===== config.mk =====
export PLATFORM = sky130hd
export DESIGN_NAME = rr_arbiter4
export DESIGN_NICKNAME = d
export VERILOG_FILES = /design/src/rtl/rr_arbiter4.sv
export SDC_FILE = /design/constraint.sdc
export NUM_CORES = 1
export LEC_CHECK = 0
export ABC_CLOCK_PERIOD_IN_PS = 4400
export CORE_MARGIN = 3
export CORE_UTILIZATION = 35
export CTS_CLUSTER_SIZE = 24
export DETAILED_ROUTE_END_ITERATION = 6
export GPL_TIMING_DRIVEN = 0
export PLACE_DENSITY_LB_ADDON = 0.12
export SYNTH_ARGS = -nofsm -noshare
export SYNTH_HDL_FRONTEND = slang
export SYNTH_SLANG_ARGS = --single-unit

===== constraint.sdc =====
create_clock -name clk -period 4.4 [get_ports clk]
set_input_delay 0.66 -clock clk [delete_from_list [all_inputs] [get_ports clk]]
set_output_delay 0.66 -clock clk [all_outputs]
set_load 0.01 [all_outputs]

===== src/rtl/rr_arbiter4.sv =====
// Four-requester round-robin arbiter with a registered one-hot grant plus index/enable,
// an optional per-ownership hold limit, and one idle cycle between ownerships.
module rr_arbiter4 #(
   parameter int MAX_HOLD = 16
) (
   input  logic       clk,
   input  logic       rst,
   input  logic [3:0] req,
   output logic [3:0] gnt,
   output logic [1:0] gnt_idx,
   output logic       gnt_valid,
   output logic       timeout
);

   localparam int CNT_W = (MAX_HOLD == 0) ? 1 : $clog2(MAX_HOLD + 1);
   localparam logic [CNT_W-1:0] HOLD_LAST = CNT_W'((MAX_HOLD == 0) ? 0 : MAX_HOLD - 1);
   localparam bit LIMIT_ON = (MAX_HOLD != 0);

   localparam logic [0:0] IDLE = 1'b0;
   localparam logic [0:0] BUSY = 1'b1;

   logic [0:0]       state;
   logic [1:0]       ptr;
   logic [CNT_W-1:0] holdCnt;
   logic [7:0]       reqTwice;
   logic [3:0]       reqRot;
   logic [1:0]       offset;
   logic [1:0]       winner;

   // Rotate requests so the pointer position sits at bit 0, then pick the lowest set bit.
   assign reqTwice = {req, req};
   assign reqRot   = reqTwice[ptr +: 4];

   always_comb begin
      offset = 2'd0;
      if (reqRot[0])      offset = 2'd0;
      else if (reqRot[1]) offset = 2'd1;
      else if (reqRot[2]) offset = 2'd2;
      else if (reqRot[3]) offset = 2'd3;
      winner = ptr + offset;
   end

   // Arbitration happens only in IDLE; BUSY just watches the owner and the hold limit.
   always_ff @(posedge clk) begin
      if (rst) begin
         state     <= IDLE;
         ptr       <= 2'd0;
         holdCnt   <= '0;
         gnt       <= 4'b0000;
         gnt_idx   <= 2'b00;
         gnt_valid <= 1'b0;
         timeout   <= 1'b0;
      end else begin
         timeout <= 1'b0;
         case (state)
            IDLE: begin
               if (|req) begin
                  gnt       <= 4'b0001 << winner;
                  gnt_idx   <= winner;
                  gnt_valid <= 1'b1;
                  holdCnt   <= '0;
                  state     <= BUSY;
               end
            end
            BUSY: begin
               if (!req[gnt_idx] || (LIMIT_ON && holdCnt == HOLD_LAST)) begin
                  gnt       <= 4'b0000;
                  gnt_valid <= 1'b0;
                  ptr       <= gnt_idx + 2'd1;
                  state     <= IDLE;
                  timeout   <= req[gnt_idx];
               end else if (LIMIT_ON) begin
                  holdCnt <= holdCnt + 1'b1;
               end
            end
            default: state <= IDLE;
         endcase
      end
   end

endmodule


==> flow_metrics.py, run 1 <==
metrics = {
    "clock_network": {
        "clock_sinks": 16,
        "hold_buffers": 0,
        "cts_resized": 0,
        "htreeDepth": 1,
        "cts_setup_buffers": 0,
        "ctsLongestPathBuffers": 2,
        "path_clk_slew_ps": 100,
        "clock_latency_ps": 290,
        "cts-root-buf": "clkbuf_4",
        "cts_tree": "done",
        "cts_made_buffers": 3,
    },
    "grt": {
        "grt_pass1_wl_um": 2939,
        "grt_pass1_vias": 646,
        "grt_use_total": 0.1371,
        "grt_start_max_net_pins": 11,
        "grt_remaining_overflow": 0,
        "antenna_found_initial": 0,
    },
    "worst_setup_path": {
        "worstPathMaxFanout": 8,
        "path_class": "input pin to flip-flop",
        "path_cells": "clkdlybuf4s50_1 -> nor2_1 -> a211oi_1 -> a31oi_1 -> a211o_1 -> ha_1 -> xor2_1 -> xnor2_1 -> a32o_1",
        "worstPathRequired_ps": 4640,
        "reg2reg_from": "ptr[0]",
        "critPathMaxStageDelay_ps": 630,
        "crit_start": "req[0]",
        "rrSetupSlack_ps": 2130,
        "endpoint": "gnt[1]",
        "r2r_cells": 9,
        "r2r-end": "gnt[1]",
        "end_kind": "flip-flop",
        "arrival_ps": 2930,
        "crit_slowest_cell": "clkdlybuf4s50_1",
        "start_kind": "input pin",
    },
    "layout": {
        "fill_cells": 234,
        "synthToLayoutAreaGrowth_pct": 24.17,
        "drive_above_1_share": 0.1062,
        "num_antenna_cells": 0,
        "stdcell_count": 141,
        "final_util": 0.4633,
        "nets": 123,
    },
    "die": {
        "core_area_um2": 2233,
        "row_count": 17,
        "die_h_um": 54.80,
        "chipWidth_um": 54.80,
        "start_util": 0.3731,
        "pin_count": 14,
        "die-area_um2": 3002,
    },
    "timing": {
        "finalWorstPathRequiredPeriod_ps": 2683,
        "finalSetupTns_ps": 0,
        "fin_crit_sh": 0.6098,
        "clock-skew-final_ps": 4.317,
        "tightest_slew_ps": 739.7,
        "finalSetupViolations": 0,
        "hold_violations": 0,
        "rsz0062_at_grt": "no",
        "slew-limit-headroom": 0.5069,
        "maxSlewViolCount": 0,
        "fmax_ghz": 0.3727,
    },
    "synth": {
        "synth_edf_count": 0,
        "netlist_instances": 96,
        "synth-seq-cells": 16,
        "yosysSeqAreaShare": 0.3844,
        "ys_top_cells_by_area": "dfxtp_1 38%, nor2_1 6.3%, nand2_1 5.0%",
        "synth_ff_type": "dfxtp_1",
        "synth.distinct_cells": 37,
        "synth_area_um2": 833.3,
        "synth_nets": 105,
        "postSynth.asyncResetShare": 0,
        "netlist.area_leader.share": 0.3844,
        "synth_common_cells": "16 x dfxtp_1, 14 x nor2_1, 11 x nand2_1",
        "post-synth-top-count-cell": "dfxtp_1",
        "ys_warn_count": 0,
        "avgSynthCellArea_um2": 8.680,
        "synth_top_cell_by_area": "dfxtp_1",
    },
    "detailed_routing": {
        "post-route-drc-count": 0,
        "wire_per_inst_um": 12.86,
        "first_pass_iters": 6,
        "vias": 731,
        "wl_um": 1813,
        "dr.first_iter.drc_count": 24,
        "antenna_left": 0,
        "vias_per_cell": 5.184,
    },
    "pwr": {
        "pwr_density_cell_nw_per_um2": 380.3,
        "seq_power_share": 0.441,
        "p_clk_frac": 0.256,
        "leakagePower_nw": 0.3863,
        "combPwrFrac": 0.303,
        "p_switching_mw": 0.1245,
        "irDropWorstVdd_v": 0.0001911,
        "internal_power_mw": 0.2690,
        "p_sw_frac": 0.3164,
    },
    "hold_path": {
        "hold_class": "flip-flop to flip-flop",
        "holdPathStages": 2,
    },
    "placed_design": {
        "portBuffers": 13,
        "place_hpwl_um": 1315,
        "globalplace.congestion": 0.7619,
        "placed_cells": 137,
    },
    "run_status": {
        "status": "complete, no violations",
    },
    "flow_run": {
        "cap_violations": 0,
    },
}
[worst max-delay path, delay by kind of cell]
| family | cells | cell delay [ps] |
|---|---|---|
| AO/OA/AOI/OAI | 4 | 800 |
| XOR/XNOR | 2 | 590 |
| AND/OR/NAND/NOR | 1 | 70 |
| adder cells (fa/ha/maj) | 1 | 180 |
| buffers and inverters | 1 | 630 |
[worst min path at each step]
| stage | slack, ps | from | end |
|---|---|---|---|
| finish | 470 | gnt[2] | gnt[2] |
| global route | 500 | gnt[2] | gnt[2] |
| CTS | 480 | gnt[3] | gnt[3] |
| detailed placement | 450 | gnt[2] | gnt[2] |
| global placement | 440 | gnt[2] | gnt[2] |
| floorplan | 460 | holdCnt[4] | holdCnt[4] |
[stage by stage]
step           setup slack [ps]  area (um2)  hold slack (ps)  power [mW]
6_report                   1717        1035            470.4      0.3935
5_1_grt                    1535        1035            495.1      0.4159
4_1_cts                    1693        1035            475.0      0.3959
3_5_place_dp               1394       998.5            448.2      0.2972
3_3_place_gp               1439       998.5            436.1      0.2954
2_1_floorplan              2261       833.3            464.1      0.2509
[power groups by stage]
| stage | Clock [mW] | Combinational [mW] | Sequential, mW |
|---|---|---|---|
| 5_1_grt | 0.108 | 0.132 | 0.176 |
| 4_1_cts | 0.102 | 0.121 | 0.174 |
| 6_report | 0.101 | 0.119 | 0.174 |
| 3_3_place_gp | 0 | 0.119 | 0.177 |
| 2_1_floorplan | 0 | 0.0709 | 0.180 |
| 3_5_place_dp | 0 | 0.120 | 0.177 |
[registers in the layout, summed over array words and instances (netlist names)]
name,flops
state,1
gnt,4
gnt_idx,2
timeout,1
gnt_valid,1
holdCnt,5
ptr,2
[area by class of cell]
cell class / instances / area, um2 / area share
plain buffers: 3 / 20.02 / 0.01935
inverters: 2 / 7.507 / 0.007255
repair buffers: 13 / 130.1 / 0.1258
multi-input cells: 75 / 485.5 / 0.4692
flip-flops and latches: 16 / 320.3 / 0.3096
well taps: 28 / 35.03 / 0.03386
clock buffers: 4 / 36.28 / 0.03507
[cells in the final DEF, fill, tap and decap left out, types with 2 or more instances in the layout]
cell / n
inv_1: 2
o211ai_1: 2
a31oi_1: 2
nor3_1: 5
o21ai_0: 2
nand2_1: 11
xnor2_1: 2
clkdlybuf4s50_1: 13
a211oi_1: 3
dfxtp_1: 16
xor2_1: 3
o21a_1: 2
nand3_1: 2
ha_1: 3
nor2_1: 14
clkbuf_4: 3
a21oi_1: 5
[metal layers]
metal  up-vias  track usage  share of wire
met1       339       0.1823           0.51
li1        379            -              -
met2         9       0.2047           0.43
met3         4      0.02725          0.045
met4         0      0.07469          0.017
met5         -            0              0
[kinds of logic (layout without fill, tap and decap cells)]
family          count (synthesis)  after routing  synth area share
simple gates                   43             43            0.2568
xor+xnor                        5              5           0.05256
buf+inv                         5             22           0.03303
compound gates                 23             23            0.2012
flops                          16             16            0.3844
mux                             1              1           0.02703
fa+ha+maj                       3              3           0.04505
Power figures use the tool's default switching activity.
==> inputs of run 2 (changes only) <==
--- a/config.mk
+++ b/config.mk
@@ -5,7 +5,7 @@
 export SDC_FILE = /design/constraint.sdc
 export NUM_CORES = 1
 export LEC_CHECK = 0
-export ABC_CLOCK_PERIOD_IN_PS = 4400
+export ABC_CLOCK_PERIOD_IN_PS = 2600
 export CORE_MARGIN = 3
 export CORE_UTILIZATION = 35
 export CTS_CLUSTER_SIZE = 24
==> constraint.sdc (replaced) <==
create_clock -name clk -period 2.6 [get_ports clk]
set_input_delay 0.39 -clock clk [delete_from_list [all_inputs] [get_ports clk]]
set_output_delay 0.39 -clock clk [all_outputs]
set_load 0.01 [all_outputs]
==> results of run 2 <==
Same layout as run 1 (identical final DEF). Status: complete, no violations.
Main changes from that run: setup slack after placement 1394 ps -> -135.6 ps; setup slack after layout 1717 ps -> 186.9 ps; register-to-register setup slack 2130 ps -> 330 ps; total power 0.3935 mW -> 0.6660 mW; worst IR drop on VDD 0.0001911 V -> 0.0003234 V
==> inputs of run 3 (changes only) <==
--- a/config.mk
+++ b/config.mk
@@ -5,7 +5,7 @@
 export SDC_FILE = /design/constraint.sdc
 export NUM_CORES = 1
 export LEC_CHECK = 0
-export ABC_CLOCK_PERIOD_IN_PS = 2600
+export ABC_CLOCK_PERIOD_IN_PS = 2100
 export CORE_MARGIN = 3
 export CORE_UTILIZATION = 35
 export CTS_CLUSTER_SIZE = 24
==> constraint.sdc (replaced) <==
create_clock -name clk -period 2.1 [get_ports clk]
set_input_delay 0.315 -clock clk [delete_from_list [all_inputs] [get_ports clk]]
set_output_delay 0.315 -clock clk [all_outputs]
set_load 0.01 [all_outputs]
==> flow_metrics.py, run 3 (synthesis results as in run 1) <==
metrics = {
    "clock_network": {
        "hold_buffers": 0,
        "path_clk_slew_ps": 100,
        "cts_made_buffers": 3,
        "clock_latency_ps": 290,
        "clock_sinks": 16,
        "cts-root-buf": "clkbuf_4",
        "ctsLongestPathBuffers": 2,
        "htreeDepth": 1,
        "cts_tree": "done",
    },
    "timing": {
        "hold_violations": 0,
        "maxSlewViolCount": 0,
        "finalSetupViolations": 0,
        "fmax_ghz": 0.5141,
        "finalSetupTns_ps": 0,
        "tightest_slew_ps": 741.4,
        "fin_crit_sh": 0.9262,
        "clock-skew-final_ps": 4.212,
        "rsz0062_at_grt": "no",
        "hold_ws_ps": 470.4,
        "finalWorstPathRequiredPeriod_ps": 1945,
        "slew-limit-headroom": 0.5057,
    },
    "pwr": {
        "pwr_density_cell_nw_per_um2": 792.9,
        "finalPower_mw": 0.8631,
        "irDropWorstVdd_v": 0.0004148,
        "leakagePower_nw": 0.3974,
    },
    "grt": {
        "grt_start_max_net_pins": 11,
        "grt_remaining_overflow": 0,
        "grt_use_total": 0.1412,
        "antenna_found_initial": 0,
        "grt_pass1_vias": 669,
        "grt_pass1_wl_um": 3029,
    },
    "die": {
        "chipWidth_um": 54.80,
        "start_util": 0.3731,
        "core_area_um2": 2233,
        "die_h_um": 54.80,
        "pin_count": 14,
        "row_count": 17,
        "die-area_um2": 3002,
    },
    "worst_setup_path": {
        "worstPathRequired_ps": 2300,
        "rrSetupSlack_ps": 150,
        "crit_family": "compound AO/OA/AOI/OAI gates",
        "critPathMaxStageDelay_ps": 420,
        "path_class": "flip-flop to flip-flop",
        "crit_slowest_cell": "dfxtp_4",
        "start_kind": "flip-flop",
        "path_cells": "nor2_1 -> a211oi_1 -> a31oi_1 -> a211o_1 -> ha_4 -> xor2_4 -> xnor2_4 -> a32o_1",
        "arrival_ps": 2140,
        "r2r_cells": 8,
        "end_kind": "flip-flop",
        "worstPathMaxFanout": 12,
        "r2r-end": "gnt[1]",
        "reg2reg_from": "ptr[0]",
        "critPathBufInv": 0,
    },
    "layout": {
        "largest_reg_flops": 5,
        "drive_above_1_share": 0.1504,
        "regMostFlops": "holdCnt",
        "num_antenna_cells": 0,
        "final_cell_mix": "15 x dfxtp_1, 13 x nor2_1, 11 x nand2_1, 9 x clkdlybuf4s50_1",
        "nets": 123,
        "reg_top3": "holdCnt (5), gnt (4)",
        "synthToLayoutAreaGrowth_pct": 30.63,
        "mostFrequentLayoutCell": "dfxtp_1",
    },
    "placed_design": {
        "portBuffers": 13,
        "place_hpwl_um": 1315,
        "globalplace.congestion": 0.7619,
    },
    "detailed_routing": {
        "post-route-drc-count": 0,
        "vias": 729,
        "wl_um": 1827,
        "dr.first_iter.drc_count": 20,
        "vias_per_cell": 5.170,
        "first_pass_iters": 4,
        "antenna_left": 0,
        "wire_per_inst_um": 12.96,
    },
    "hold_path": {
        "holdPathEnd": "gnt[2]",
        "holdPathStages": 2,
        "hold_class": "flip-flop to flip-flop",
        "hold_start": "gnt[2]",
    },
    "run_status": {
        "status": "complete, no violations",
    },
    "flow_run": {
        "cap_violations": 0,
    },
}
==> run 3: worst reg2reg max path: cells and delay by family (launching register included) <==
family | cells | cell delay [ps]
and+or+nand+nor | 1 | 60
DFF | 1 | 420
AOI/OAI and AO/OA | 4 | 840
xor gates and xnor gates | 2 | 330
adders and majority gates | 1 | 190
==> run 3: power breakdown <==
part	leakage [nW]	internal, mW	switching (mW)
clock network	0.0210	0.106	0.105
logic	0.245	0.145	0.135
registers	0.132	0.337	0.0355
==> run 3: layout make-up <==
class,count,area (um2)
timing repair buffer,14,132.6
clock buffer,4,36.28
sequential,16,324.1
buffer,2,15.01
fill,234,1145
inverter,2,7.507
tap,28,35.03
multi-input combinational,75,538.0
==> run 3: metal layers <==
| layer | track usage | part of all wire | vias up |
|---|---|---|---|
| li1 | - | - | 381 |
| met1 | 0.1895 | 0.50 | 335 |
| met2 | 0.2106 | 0.43 | 9 |
| met3 | 0.02725 | 0.045 | 4 |
| met4 | 0.07469 | 0.017 | 0 |
| met5 | 0 | 0 | - |
==> run 3: repair_timing <==
action | in CTS | in global routing
setup endpoints to repair | 5 | 5
setup buffers | 1 | 1
pin swaps | 2 | 5
resized for setup | 10 | 5
endpoints found under the hold margin | 0 | 0
==> run 3: how the worst max path moves through the flow <==
stage,from,cells past startpoint,to
after global routing,ptr[0],9,gnt[1]
after CTS,ptr[0],10,gnt[1]
after detailed placement,req[1],9,gnt[1]
after floorplan,ptr[0],9,gnt[1]
after global placement,req[0],9,gnt[1]
final,ptr[0],8,gnt[1]
==> run 3: stage by stage <==
| stage | setup WS [ps] | util | instances | instance area (um2) |
|---|---|---|---|---|
| 3_3_place_gp | -515.8 | 0.4471 | 137 | 998.5 |
| 5_1_grt | 65.25 | 0.4874 | 141 | 1089 |
| 2_1_floorplan | 115.7 | - | 96 | 833.3 |
| 3_5_place_dp | -560.6 | 0.4471 | 137 | 998.5 |
| 4_1_cts | 3.440 | 0.4756 | 142 | 1062 |
| 6_report | 154.9 | 0.4874 | 141 | 1089 |
